`config.mk`:
```
export PLATFORM = sky130hd
export DESIGN_NAME = id_ex_pipe_reg
export DESIGN_NICKNAME = d
export VERILOG_FILES = /design/src/rtl/id_ex_pipe_reg.sv
export SDC_FILE = /design/constraint.sdc
export NUM_CORES = 1
export LEC_CHECK = 0
export CORE_MARGIN = 4
export CORE_UTILIZATION = 38
export CTS_BUF_LIST = sky130_fd_sc_hd__clkbuf_8
export CTS_CLUSTER_DIAMETER = 100
export CTS_CLUSTER_SIZE = 8
export DETAILED_ROUTE_END_ITERATION = 8
export HOLD_SLACK_MARGIN = 0.12
export PLACE_DENSITY = 0.86
export SLEW_MARGIN = 20
export SYNTH_ARGS = -nofsm -noshare
export SYNTH_HDL_FRONTEND = slang
export SYNTH_SLANG_ARGS = --single-unit
```
`constraint.sdc`:
```
create_clock -name clk_i -period 2.1 [get_ports clk_i]
set_clock_uncertainty 0.05 [all_clocks]
set_input_delay 0.525 -clock clk_i [delete_from_list [all_inputs] [get_ports clk_i]]
set_output_delay 0.525 -clock clk_i [all_outputs]
set_load 0.005 [all_outputs]
```
`src/rtl/id_ex_pipe_reg.sv`:
```
// id_ex_pipe_reg: ID/EX pipeline register with stall hold, flush bubble and saturating event counters
module id_ex_pipe_reg #(
    parameter int DATA_W = 32,
    parameter int CNT_W  = 16
) (
    input  logic              clk_i,
    input  logic              rst_i,
    input  logic              stall_i,
    input  logic              flush_i,
    input  logic              RegWrite_i,
    input  logic              MemtoReg_i,
    input  logic              MemRead_i,
    input  logic              MemWrite_i,
    input  logic [1:0]        ALUOp_i,
    input  logic              ALUSrc_i,
    input  logic [DATA_W-1:0] PC_i,
    input  logic [DATA_W-1:0] RS1data_i,
    input  logic [DATA_W-1:0] RS2data_i,
    input  logic [DATA_W-1:0] Imm_i,
    input  logic [9:0]        funct_i,
    input  logic [4:0]        RS1addr_i,
    input  logic [4:0]        RS2addr_i,
    input  logic [4:0]        RDaddr_i,
    output logic              RegWrite_o,
    output logic              MemtoReg_o,
    output logic              MemRead_o,
    output logic              MemWrite_o,
    output logic [1:0]        ALUOp_o,
    output logic              ALUSrc_o,
    output logic [DATA_W-1:0] PC_o,
    output logic [DATA_W-1:0] RS1data_o,
    output logic [DATA_W-1:0] RS2data_o,
    output logic [DATA_W-1:0] Imm_o,
    output logic [9:0]        funct_o,
    output logic [4:0]        RS1addr_o,
    output logic [4:0]        RS2addr_o,
    output logic [4:0]        RDaddr_o,
    output logic              valid_o,
    output logic [CNT_W-1:0]  stall_cnt_o,
    output logic [CNT_W-1:0]  bubble_cnt_o
);
    // Stage contents: reset and flush both load an all-zero bubble, stall holds, else load from ID
    always_ff @(posedge clk_i) begin
        if (!rst_i || flush_i) begin
            RegWrite_o <= 1'b0;
            MemtoReg_o <= 1'b0;
            MemRead_o  <= 1'b0;
            MemWrite_o <= 1'b0;
            ALUOp_o    <= 2'b00;
            ALUSrc_o   <= 1'b0;
            PC_o       <= '0;
            RS1data_o  <= '0;
            RS2data_o  <= '0;
            Imm_o      <= '0;
            funct_o    <= '0;
            RS1addr_o  <= '0;
            RS2addr_o  <= '0;
            RDaddr_o   <= '0;
            valid_o    <= 1'b0;
        end else if (!stall_i) begin
            RegWrite_o <= RegWrite_i;
            MemtoReg_o <= MemtoReg_i;
            MemRead_o  <= MemRead_i;
            MemWrite_o <= MemWrite_i;
            ALUOp_o    <= ALUOp_i;
            ALUSrc_o   <= ALUSrc_i;
            PC_o       <= PC_i;
            RS1data_o  <= RS1data_i;
            RS2data_o  <= RS2data_i;
            Imm_o      <= Imm_i;
            funct_o    <= funct_i;
            RS1addr_o  <= RS1addr_i;
            RS2addr_o  <= RS2addr_i;
            RDaddr_o   <= RDaddr_i;
            valid_o    <= 1'b1;
        end
    end

    // Saturating stall counter: a flush in the same cycle is a bubble, not a stall
    always_ff @(posedge clk_i) begin
        if (!rst_i)
            stall_cnt_o <= '0;
        else if (stall_i && !flush_i && stall_cnt_o != '1)
            stall_cnt_o <= stall_cnt_o + 1'b1;
    end

    // Saturating bubble counter
    always_ff @(posedge clk_i) begin
        if (!rst_i)
            bubble_cnt_o <= '0;
        else if (flush_i && bubble_cnt_o != '1)
            bubble_cnt_o <= bubble_cnt_o + 1'b1;
    end
endmodule
```
==> flow_metrics.tcl <==
set metrics [dict create \
    status "completed" \
    drive_gt1_share_pct 7.54 \
    fmax_mhz 495 \
    hold_start "valid_o" \
    hold_path_class "reg -> reg" \
    slew_viol_final 0 \
    power.density_nw_per_um2 608 \
    layout_min_cycle_time_ns 2.02 \
    crit_path_max_incr_delay_ns 0.55 \
    clock_sinks 193 \
    worst_ep_arrival_time_ns 1.44 \
    synthTopCellsByArea "dfxtp_1 (53%), mux2i_1 (23%), nor2_1 (8.6%)" \
    synth_nets 881 \
    syn2layout_area_growth_pct 60.9 \
    ys_seq_area_share_pct 53.5 \
    io_buffers 356 \
    r2r-start "bubble_cnt_o[9]" \
    cts_tree "yes" \
    grt_pass1_wl_um 34300 \
    leakage_nw 4.62 \
    place_congestion 0.823 \
    synth_top_area_cell "dfxtp_1" \
    fin_setup_tns_ns 0 \
    grt_max_degree 90 \
    clk_latency_ns 0.45 \
    layout_common_cells "clkdlybuf4s50_1 (355), dfxtp_1 (182), mux2i_1 (166)" \
    setup_ws_ns 0.0808 \
    core_um2 18700 \
    vdd_ir_drop_max_v 0.000490 \
    die_h_um 146 \
    postSynthCellCount 715 \
    grt_setup_unrepaired "false" \
    path_cells "clkdlybuf4s50_1" \
    die_w_um 146 \
    rows 50 \
    cts.clk_slew.worst_paths_ns 0.09 \
    cp_max_fo 5 \
    finalHoldViolations 0 \
    grt_usage_pct 19.7 \
    grt-ovfl-total 0 \
    final_nets 1242 \
    crit_family "buffers and inverters" \
    slowest_stage "clkdlybuf4s50_1" \
    cts_buffer_depth 2 \
    diodes 0 \
    first_global_vias 6641 \
    numCtsBuffers 17 \
    fin_cells 1321 \
    first_pass_iters 5 \
    ant_nets 0 \
    wl_per_cell_um 16.3 \
    htreeDepth 4 \
    finalPower_w 0.00707 \
    crit_required_ns 1.52 \
    ctsRootBufferMaster "clkbuf_8" \
    maxCapViolations 0 \
    drt-total-wl_um 21600 \
    final_common_cell "clkdlybuf4s50_1" \
    period_share_pct 96.2 \
    yosysWarnings 0 \
    die_area_um2 21300 \
    start_util_pct 38.6 \
    startpoint_type "register" \
    nFillCells 1496 \
    critical_path.startpoint "stall_cnt_o[6]" \
    pin_count 357 \
    antenna_found_initial 1 \
    avgViaCountPerCell 4.87 \
    synth_cell_types 37 \
    avgSynthCellArea_um2 10.1 \
    dpl_worst_slack_ns -0.306 \
    final_util_pct 62.1 \
    cts.hold.buffers_added 0 \
    setup_viol 0 \
    vias 6439 \
    slew-limit-headroom_pct 56.5 \
    hpwlAfterDp_um 16400 \
    ys_ff_latch 193 \
    cts_setup_buffers 0 \
    path_buf_inv 1 \
    drc 0 \
    netlist.area_leader.share_pct 53.5 \
    syn-cell-area_um2 7230 \
    drtIter0Drc 235 \
    tightest_slew_ns 0.653 \
    placedCellCount 1291 \
    endpoint_kind "output port" \
    crit_type "reg -> out" \
]
[cell type report]
cell class | count | area, um^2 | area share (%)
sequential | 193 | 3880 | 33.4
tap | 234 | 293 | 2.52
clock inverter | 13 | 120 | 1.03
inverter | 4 | 15.0 | 0.129
timing repair buffer | 388 | 3890 | 33.5
multi-input combinational | 472 | 3190 | 27.4
clock buffer | 17 | 234 | 2.01
[routing by layer]
metal	part of all wire (%)	GRT usage, %	wire length, um
met5	0.037	0	8
met4	2.6	7.08	564
met3	9.2	8.19	1990
met2	49	34.8	10700
met1	39	21.2	8350
[cells by family (layout without fill, tap and decap cells)]
kind of cell,Yosys count,count (layout),share of synthesized area (%)
flops,193,193,53.5
compound gates,48,48,4.21
mux,166,166,23.0
simple gates,253,253,15.8
buf+inv,50,422,2.79
fa+ha+maj,2,2,0.346
xor+xnor,3,3,0.364
[cells in the mapped netlist, drive strengths merged]
cell	n
o211a	1
nand3	11
or3b	1
a21oi	21
or4	13
ha	2
o41ai	2
nand2	19
a211oi	1
or3	8
nor4	7
nand4	10
clkbuf	36
nand2b	8
or2	1
dfxtp	193
o21ai	7
o31ai	12
o211ai	1
o21a	2
inv	4
o2111ai	1
and4	3
xor2	3
buf	10
and3	2
nor3	4
and2	1
mux2i	166
nor2	165
[where the power goes]
group,total (W),leakage [nW],switching (W),internal [W]
sequential,0.00383,1.58,0.0000609,0.00377
combinational,0.000980,2.86,0.000345,0.000635
clock,0.00227,0.185,0.00140,0.000860
total,0.00707,4.62,0.00181,0.00526
[path summary, 6_finish.rpt]
path	end	slack, ns	depth (start not counted)
setup / recovery	stall_cnt_o[6]	0.08	1
hold / removal	valid_o	0.40	2
setup reg to reg	bubble_cnt_o[15]	0.17	6
hold reg to reg	valid_o	0.40	2
[stage by stage]
step	cell area, um^2	hold slack [ns]
6_report	11600	0.404
3_3_place_gp	11200	0.384
5_1_grt	11600	0.444
2_1_floorplan	7240	0.392
4_1_cts	11600	0.410
3_5_place_dp	11200	0.393
[what timing repair did]
action | in CTS | in global routing
gates cloned | 0 | 0
pin swaps | 0 | 0
endpoints found under the setup margin | 3 | 10
resized for setup | 3 | 9
[registers in the layout, indices dropped and copies added, names as in the netlist, 2 cells and up]
register / flops
PC_o: 32
RS2addr_o: 5
RS1addr_o: 5
RS2data_o: 32
ALUOp_o: 2
RDaddr_o: 5
stall_cnt_o: 16
Imm_o: 32
bubble_cnt_o: 16
funct_o: 10
RS1data_o: 32
(Power assumes the default switching activity.)
